==> config.mk <==
export PLATFORM = sky130hd
export DESIGN_NAME = reg_wb_sched
export DESIGN_NICKNAME = d
export VERILOG_FILES = /design/src/rtl/legv8_pkg.sv /design/src/rtl/sync_fifo.sv /design/src/rtl/reg_wb_sched.sv
export SDC_FILE = /design/constraint.sdc
export NUM_CORES = 1
export LEC_CHECK = 0
export ABC_AREA = 1
export CORE_UTILIZATION = 50
export CTS_CLUSTER_SIZE = 10
export DETAILED_ROUTE_END_ITERATION = 7
export GPL_TIMING_DRIVEN = 0
export PLACE_DENSITY = 0.77
export SLEW_MARGIN = 20
export SYNTH_ARGS = -nofsm -noshare
export SYNTH_HDL_FRONTEND = slang
export SYNTH_HIERARCHICAL = 1
export SYNTH_SLANG_ARGS = --single-unit
==> constraint.sdc <==
create_clock -name CLK -period 5.2 [get_ports CLK]
set_input_delay 1.04 -clock CLK [delete_from_list [all_inputs] [get_ports CLK]]
set_output_delay 1.04 -clock CLK [all_outputs]
set_load 0.05 [all_outputs]
==> src/rtl/legv8_pkg.sv <==
// Shared register-file types for the LEGv8 core: register index, data word and
// the write request that flows through the write-port scheduler.
package legv8_pkg;
    typedef logic [4:0]  reg_idx_t;
    typedef logic [63:0] xword_t;

    localparam reg_idx_t XZR = 5'd31;

    typedef struct packed {
        reg_idx_t r;
        xword_t   d;
    } wb_req_t;
endpackage

==> src/rtl/sync_fifo.sv <==
// Single-clock FIFO with count and full/empty flags; DEPTH must be a power of 2.
// Push when full and pop when empty are ignored.
module sync_fifo #(
    parameter type T     = logic [7:0],
    parameter int  DEPTH = 4
) (
    input  logic                       CLK,
    input  logic                       RST_N,
    input  logic                       i_push,
    input  T                           i_din,
    input  logic                       i_pop,
    output T                           o_dout,
    output logic                       o_full,
    output logic                       o_empty,
    output logic [$clog2(DEPTH+1)-1:0] o_count
);
    localparam int AW = (DEPTH > 1) ? $clog2(DEPTH) : 1;
    localparam int CW = $clog2(DEPTH+1);

    T              r_mem [DEPTH];
    logic [AW-1:0] r_wptr;
    logic [AW-1:0] r_rptr;
    logic [CW-1:0] r_count;
    logic          w_push;
    logic          w_pop;

    assign o_full  = (r_count == CW'(DEPTH));
    assign o_empty = (r_count == '0);
    assign o_count = r_count;
    assign o_dout  = r_mem[r_rptr];
    assign w_push  = i_push & ~o_full;
    assign w_pop   = i_pop & ~o_empty;

    always_ff @(posedge CLK or negedge RST_N) begin
        if (!RST_N) begin
            r_wptr  <= '0;
            r_rptr  <= '0;
            r_count <= '0;
        end else begin
            if (w_push) r_wptr <= r_wptr + AW'(1);
            if (w_pop)  r_rptr <= r_rptr + AW'(1);
            case ({w_push, w_pop})
                2'b10:   r_count <= r_count + CW'(1);
                2'b01:   r_count <= r_count - CW'(1);
                default: r_count <= r_count;
            endcase
        end
    end

    // Storage needs no reset: only entries below r_count are ever read.
    always_ff @(posedge CLK) begin
        if (w_push) r_mem[r_wptr] <= i_din;
    end
endmodule

==> src/rtl/reg_wb_sched.sv <==
// Register-file write-port scheduler: arbitrates pipeline writeback against buffered
// long-latency results, tracks in-flight LLU destinations and stalls hazardous issue.
module reg_wb_sched
    import legv8_pkg::*;
#(
    parameter int FIFO_DEPTH   = 4,
    parameter int MAX_OUTSTAND = 8,
    parameter int STARVE_LIMIT = 4
) (
    input  logic        CLK,
    input  logic        RST_N,
    input  logic        ISSUE_VALID,
    input  logic        ISSUE_LONG,
    input  logic [4:0]  ISSUE_RS1,
    input  logic [4:0]  ISSUE_RS2,
    input  logic [4:0]  ISSUE_RD,
    output logic        ISSUE_STALL,
    input  logic        PIPE_WB_VALID,
    input  logic [4:0]  PIPE_WB_REG,
    input  logic [63:0] PIPE_WB_DATA,
    output logic        PIPE_HOLD,
    input  logic        LLU_VALID,
    output logic        LLU_READY,
    input  logic [4:0]  LLU_REG,
    input  logic [63:0] LLU_DATA,
    output logic        REG_WRITE_C,
    output logic [4:0]  WR_REG,
    output logic [63:0] WR_DATA
);
    localparam int OW  = $clog2(MAX_OUTSTAND+1);
    localparam int SW  = $clog2(STARVE_LIMIT+1);
    localparam int FCW = $clog2(FIFO_DEPTH+1);
    localparam logic [OW-1:0] OUT_MAX    = OW'(MAX_OUTSTAND);
    localparam logic [SW-1:0] STARVE_MAX = SW'(STARVE_LIMIT);

    logic [31:0]    r_pend;
    logic [OW-1:0]  r_outstand;
    logic [SW-1:0]  r_starve;
    logic           r_hold;
    logic           r_wr_en;
    reg_idx_t       r_wr_reg;
    xword_t         r_wr_data;

    wb_req_t        w_llu_req;
    wb_req_t        w_wb_req;
    wb_req_t        w_head;
    wb_req_t        w_gnt_req;
    logic           w_full;
    logic           w_empty;
    logic [FCW-1:0] w_fifo_cnt;
    logic           w_push;
    logic           w_stall;
    logic           w_long_acc;
    logic           w_fifo_gnt;
    logic           w_wb_gnt;
    logic [31:0]    w_pend_set;
    logic [31:0]    w_pend_clr;
    logic [SW-1:0]  w_starve_nxt;

    // Hazard check reads the registered scoreboard only, so a clear in this
    // cycle still stalls the reader for one more cycle.
    assign w_stall    = ISSUE_VALID & (r_pend[ISSUE_RS1] | r_pend[ISSUE_RS2] |
                        r_pend[ISSUE_RD] | (ISSUE_LONG & (r_outstand == OUT_MAX)));
    assign w_long_acc = ISSUE_VALID & ~w_stall & ISSUE_LONG;

    assign w_llu_req  = '{r: LLU_REG, d: LLU_DATA};
    assign w_wb_req   = '{r: PIPE_WB_REG, d: PIPE_WB_DATA};
    assign w_push     = LLU_VALID & ~w_full;

    sync_fifo #(.T(wb_req_t), .DEPTH(FIFO_DEPTH)) u_llu_fifo (
        .CLK     (CLK),
        .RST_N   (RST_N),
        .i_push  (w_push),
        .i_din   (w_llu_req),
        .i_pop   (w_fifo_gnt),
        .o_dout  (w_head),
        .o_full  (w_full),
        .o_empty (w_empty),
        .o_count (w_fifo_cnt)
    );

    // WB wins unless it is idle or held off; a held-off WB request is dropped.
    assign w_fifo_gnt = ~w_empty & (~PIPE_WB_VALID | r_hold);
    assign w_wb_gnt   = PIPE_WB_VALID & ~r_hold;
    assign w_gnt_req  = w_fifo_gnt ? w_head : w_wb_req;

    always_comb begin
        w_pend_set = '0;
        w_pend_clr = '0;
        if (w_long_acc && (ISSUE_RD != XZR)) w_pend_set[ISSUE_RD] = 1'b1;
        if (w_fifo_gnt)                      w_pend_clr[w_head.r] = 1'b1;
    end

    always_comb begin
        w_starve_nxt = r_starve;
        if (w_fifo_gnt)
            w_starve_nxt = '0;
        else if (!w_empty && w_wb_gnt && (r_starve != STARVE_MAX))
            w_starve_nxt = r_starve + SW'(1);
    end

    always_ff @(posedge CLK or negedge RST_N) begin
        if (!RST_N) begin
            r_pend     <= '0;
            r_outstand <= '0;
            r_starve   <= '0;
            r_hold     <= 1'b0;
        end else begin
            r_pend   <= (r_pend & ~w_pend_clr) | w_pend_set;
            r_starve <= w_starve_nxt;
            r_hold   <= (w_starve_nxt == STARVE_MAX);
            case ({w_long_acc, w_fifo_gnt})
                2'b10:   r_outstand <= r_outstand + OW'(1);
                2'b01:   r_outstand <= r_outstand - OW'(1);
                default: r_outstand <= r_outstand;
            endcase
        end
    end

    always_ff @(posedge CLK or negedge RST_N) begin
        if (!RST_N) begin
            r_wr_en   <= 1'b0;
            r_wr_reg  <= '0;
            r_wr_data <= '0;
        end else begin
            r_wr_en <= (w_fifo_gnt | w_wb_gnt) & (w_gnt_req.r != XZR);
            if (w_fifo_gnt || w_wb_gnt) begin
                r_wr_reg  <= w_gnt_req.r;
                r_wr_data <= w_gnt_req.d;
            end
        end
    end

    assign ISSUE_STALL = w_stall;
    assign LLU_READY   = ~w_full;
    assign PIPE_HOLD   = r_hold;
    assign REG_WRITE_C = r_wr_en;
    assign WR_REG      = r_wr_reg;
    assign WR_DATA     = r_wr_data;

    a_no_wb_on_hold: assert property (@(posedge CLK) disable iff (!RST_N)
        !(r_hold && PIPE_WB_VALID));
    a_fifo_bound: assert property (@(posedge CLK) disable iff (!RST_N)
        w_fifo_cnt <= FCW'(FIFO_DEPTH));
endmodule

==> impl_metrics.py <==
metrics = {
    "timing": {
        "min_period_ns": 4.64,
        "fin_tns_setup_ns": 0,
        "timing.final.ws_setup_ns": 0.564,
        "setup_viol": 0,
        "skew_ns": 0.0244,
        "period_share_pct": 89.2,
        "tightest_slew_ns": 1.25,
        "hold_viol_final": 0,
        "clock.fmax_ghz": 0.216,
        "rsz0062_at_grt": "no",
        "slew_headroom_pct": 16.5,
        "maxSlewViolCount": 0,
    },
    "place": {
        "place.gp.congestion": 0.900,
        "post-place-ws_ns": 0.257,
        "io_buffers": 224,
        "dp_hpwl_um": 33000,
        "dp.cells": 2394,
        "dpl_cell_area_um2": 20500,
    },
    "logic_synthesis": {
        "netlist_area_um2": 17400,
        "synth_seq_cells": 393,
        "synth_nets": 1880,
        "synth.most_common_cell": "nand2_1",
        "synth.yosys.seq_area_share_pct": 64.5,
        "synth_common_cells": "593 x nand2_1, 276 x edfxtp_1, 197 x inv_1",
        "synth_top_area_share_pct": 47.7,
        "synth_edf_count": 276,
        "ys_warn_count": 6,
        "synth_ff_type": "edfxtp_1",
        "syn_inst": 1709,
        "syn_area_per_cell_um2": 10.2,
        "async_flop_share_pct": 29.8,
        "synthTopCellsByArea": "edfxtp_1 48%, dfrtp_1 17%, nand2_1 13%",
        "synth_top_cell_by_area": "edfxtp_1",
        "synth.distinct_cells": 28,
    },
    "pwr": {
        "power_density_nw_per_um2": 588,
        "leakage_nw": 9.16,
        "internal_power_w": 0.00760,
        "clkPwrFrac_pct": 21.9,
        "ir_drop_uv": 424,
        "switching_share_pct": 40.9,
        "switchingPower_w": 0.00526,
        "comb_power_share_pct": 41.6,
        "seq_power_share_pct": 36.5,
    },
    "grt": {
        "antenna_found_initial": 11,
        "grt_max_degree": 68,
        "grt_use_met3_pct": 6.02,
        "grt_use_met1_pct": 33.8,
        "grt_pass1_vias": 13600,
        "grtUsageTotal_pct": 26.8,
        "grt-busiest-layer": "met2",
        "grt_pass1_wl_um": 73800,
        "globalRouteOverflowTotal": 0,
        "met2_usage_pct": 44.9,
    },
    "finish": {
        "layout.nets": 2164,
        "final_area_um2": 21900,
        "final_cell_count_no_fill": 2483,
        "drive_gt1_share_pct": 6.02,
        "syn2layout_area_growth_pct": 25.8,
        "multi_input_area_um2": 4930,
        "seqCellArea_um2": 11200,
        "fill_cells": 2587,
    },
    "setup_path": {
        "cp_top_family": "buffers and inverters",
        "slowest_stage": "clkdlybuf4s50_1",
        "worstPathRequired_ns": 4.16,
        "crit_top_cell": "nand2_1",
        "end_kind": "output port",
        "path_class": "in -> out",
        "crit_path_start_kind": "primary input",
        "cp_num_buf_inv": 4,
        "crit_path_cell_trace": "clkdlybuf4s50_1, nand2_1, inv_2, nand2_1, o21ai_0, o21ai_0, nand3_1, nor2_1, nand2_1, nor2_4, buf_6, nor2_1, dlymetal6s2s_1",
        "cp.arrival_ns": 3.60,
        "max_stage_delay_ns": 0.55,
        "path_max_fanout": 10,
    },
    "clock_network": {
        "cts_tree": "yes",
        "post_cts_buffers": 0,
        "hold_buffers": 0,
        "cts_max_path_buffers": 3,
        "clkSinkCount": 393,
        "cts_buffers": 45,
        "clkSlewWorstSetupHoldPaths_ns": 0.05,
        "h-tree-depth": 2,
        "post_cts_resized": 0,
        "cts-root-buf": "clkbuf_16",
        "clock_latency_ns": 0.55,
    },
    "floorplan": {
        "core-area_um2": 33900,
        "rows": 67,
        "start_util_pct": 51.3,
        "die_y_um": 188,
        "top_level_ports": 232,
        "die_w_um": 188,
        "die_area_um2": 35500,
    },
    "route": {
        "wl_um": 47400,
        "routedWlPerCell_um": 19.1,
        "vias": 13500,
        "viasPerCell": 5.45,
        "initialDrtViolationCount": 1177,
        "first_pass_iters": 5,
        "drc_errors": 0,
        "antenna_left": 0,
    },
    "run": {
        "maxCapViolCount": 0,
    },
    "min_path": {
        "hp-class": "in -> async",
    },
    "run_status": {
        "status": "finished, final reports clean",
    },
}
[worst paths after layout]
| check | startpoint | to | slack [ns] | cells after the start |
|---|---|---|---|---|
| worst min register to register | r_outstand[3] | r_outstand[3] | 0.47 | 1 |
| worst max register to register | u_llu_fifo/o_count[0] | r_outstand[3] | 1.80 | 14 |
| max in group asynchronous | RST_N | WR_DATA[13] | 4.09 | 2 |
| min in group CLK | r_outstand[3] | r_outstand[3] | 0.47 | 1 |
| worst min-delay path | RST_N | PIPE_HOLD | 0.41 | 1 |
| worst max-delay path | ISSUE_RD[0] | ISSUE_STALL | 0.56 | 13 |
[through the flow]
step                hold slack (ns)  utilization (%)  total power, W
finish                        0.415             64.6          0.0129
detailed placement            0.464             60.7          0.0100
floorplan                     0.445                -         0.00801
CTS                           0.423             64.5          0.0129
global placement              0.460             59.6         0.00980
global route                  0.434             64.5          0.0135
[routing by layer]
metal / vias up / part of all wire, %
met5: - / 0.11
met2: 604 / 49
met3: 112 / 8.9
met1: 6456 / 39
li1: 6363 / -
met4: 8 / 3.1
[cell usage in the layout (no fill, tap or decap), types with 10 or more instances in the layout]
cell type	count
buf_1	12
buf_2	28
buf_6	18
clkbuf_1	61
clkbuf_16	45
clkdlybuf4s50_1	222
dfrtp_1	117
edfxtp_1	276
ha_1	10
inv_1	197
nand2_1	593
nand3_1	120
nand4_1	33
nor2_1	27
nor3_1	10
o211ai_1	144
o21ai_0	58
[power by group through the flow]
stage | registers (W) | logic, W | clock network (W)
final | 0.00469 | 0.00535 | 0.00282
after global routing | 0.00477 | 0.00576 | 0.00297
after CTS | 0.00468 | 0.00533 | 0.00285
after detailed placement | 0.00472 | 0.00530 | 0
after global placement | 0.00480 | 0.00500 | 0
after floorplan | 0.00563 | 0.00238 | 0
[worst register-to-register path, stage by stage, from the launching register on]
cell and delay [ns]:
dfrtp_1 0.36, inv_1 0.09, nand3_1 0.17, inv_1 0.08, nor2_1 0.39, clkbuf_1 0.85, ha_1 0.35, ha_1 0.28
nand2_1 0.08, nor2_1 0.04, a211oi_1 0.27, nor2_1 0.07, nor2_1 0.09, nand2_1 0.07, xnor2_1 0.12
[layout make-up]
class | instances | share of cell area, %
well taps | 448 | 2.56
multi-input cells | 1026 | 22.6
repair buffers | 237 | 11.8
diodes | 7 | 0.0801
clock inverters | 3 | 0.235
flip-flops and latches | 393 | 51.3
inverters | 203 | 3.48
plain buffers | 87 | 2.31
clock buffers | 79 | 5.73
[cell families after synthesis]
kind of cell	Yosys count	share of synthesized area, %
and+or+nand+nor	799	18.9
DFF	393	64.5
buffers and inverters	290	7.28
AOI/OAI and AO/OA	211	8.18
adders and majority gates	12	0.950
xor gates and xnor gates	4	0.202
[flip-flops by register name, indices dropped and copies added (netlist names)]
register,cells
u_llu_fifo/r_mem,276
WR_DATA,64
r_pend,32
WR_REG,5
r_outstand,4
r_starve,3
u_llu_fifo/o_count,3
u_llu_fifo/r_rptr,2
u_llu_fifo/r_wptr,2
PIPE_HOLD,1
REG_WRITE_C,1
Note: power is estimated with default switching activity, not from simulation.
==> RTL change: new RTL, same settings <==
Set the parameter `MAX_OUTSTAND` to 4 (it was 8).
--- a/src/rtl/reg_wb_sched.sv
+++ b/src/rtl/reg_wb_sched.sv
@@ -6,3 +6,3 @@
     parameter int FIFO_DEPTH   = 4,
-    parameter int MAX_OUTSTAND = 8,
+    parameter int MAX_OUTSTAND = 4,
     parameter int STARVE_LIMIT = 4
Behaviour: no difference found for any inputs over 4 cycles, from zero or initial values and one cycle with RST_N low; that may be too few to reach the edited logic, so the function may still have changed.
==> RTL change against the original RTL <==
- routed wire length up 0.57%
- cell area increased by 0.31%
- setup slack worse by 0.20 ns
- cell count up 0.48%
- area after synthesis hardly changed
- power is essentially flat
- die area hardly changed
- sequential cell count down 1
- first-iteration DRC count shrank 8.6%
- largest power group unchanged
==> RTL change: results (changes against the original RTL) <==
Dominant cells by area after synthesis -> edfxtp_1 48%, dfrtp_1 17%, nand2_1 13%
Synthesized area per cell -> 10.1 um^2 (-0.42%)
Outcome -> finished, final reports clean
Synth unique cells -> 32 (+14%)
Met1 Usage GRT -> 0.350 (+0.0120)
Synth top cells by count -> 586 x nand2_1, 276 x edfxtp_1, 199 x inv_1
Setup WS pre-CTS -> 0.448 ns (+0.190 ns)
Final GP Congestion -> 0.943 (+4.8%)
Largest net degree at the start of global routing -> 76 (+12%)
Actual slew at the worst max-slew pin -> 1.14 ns (-0.117 ns)
Met3 Resource Use GR -> 0.0568 (-0.00335)
Maximum VDD drop -> 0.391 mV (-7.6%)
Reg2Reg Depth -> 15 (+1)
Non-Filler Instances -> 2495 (+0.48%)
Post-DP Area -> 20500 um^2 (about the same)
Skew final -> 0.0337 ns (+0.00922 ns)
Hold WS -> 0.392 ns (-0.0232 ns)
IO buf count -> 226 (+0.89%)
Layout cell share with drive strength beyond 1 -> 0.0661 (+0.00595)
WL met1 -> 18900 um (+1.4%)
Worst R2R Setup Slack -> 1.27 ns (-0.53 ns)
Initial antenna violation count -> 7 (-4)
DP Wirelength -> 33100 um (+0.18%)
Crit. Startpoint -> ISSUE_RD[2]
Leakage -> 9.20 nW (+0.37%)
Setup ws final -> 0.364 ns (-0.200 ns)
Multi-input combinational gate total -> 1032 (+0.58%)
Mapped Nets -> 1886 (+0.32%)
TritonCTS Buffers -> 46 (+2.2%)
NonClk Buf Share -> 0.140 (-0.000555)
Global-route wire length before repair -> 74300 um (+0.69%)
Ant. Diodes -> 5 (-2)
Met3 WL post-DR -> 4030 um (-3.9%)
Post-Place Cells -> 2404 (+0.42%)
Seq Cell Count -> 392 (-0.25%)
Inverter count -> 208 (+2.5%)
Multi-input logic area -> 4940 um^2 (+0.18%)
Met2 WL -> 23400 um (+1.6%)
Sw Ratio -> 0.409 (about the same)
DRT iter0 DRCs -> 1076 (-8.6%)
Post-route cell area -> 21900 um^2 (+0.31%)
-- RTL change: changes by cell type after synthesis, moves of 3 or more --
cell / change
nor2_1: +24
o21ai_0: -7
nor4_1: -7
buf_1: -7
nor3_1: -3
o21ai_1: +5
clkbuf_1: +4
nand3_1: -3
nand2_1: -7
-- RTL change: kinds of logic after synthesis --
kind of cell | after synthesis | share of synthesized area
xor+xnor | 4 | 0.00201
flops | 392 | 0.643
fa+ha+maj | 10 | 0.00806
buf+inv | 293 | 0.0743
simple gates | 808 | 0.191
compound gates | 210 | 0.0814
-- RTL change: power by group through the flow --
stage | Sequential (mW) | Clock [mW] | Combinational [mW]
2_1_floorplan | 5.63 | 0 | 2.33
3_3_place_gp | 4.78 | 0 | 4.95
3_5_place_dp | 4.70 | 0 | 5.24
4_1_cts | 4.65 | 2.95 | 5.27
5_1_grt | 4.73 | 3.09 | 5.68
6_report | 4.66 | 2.91 | 5.29
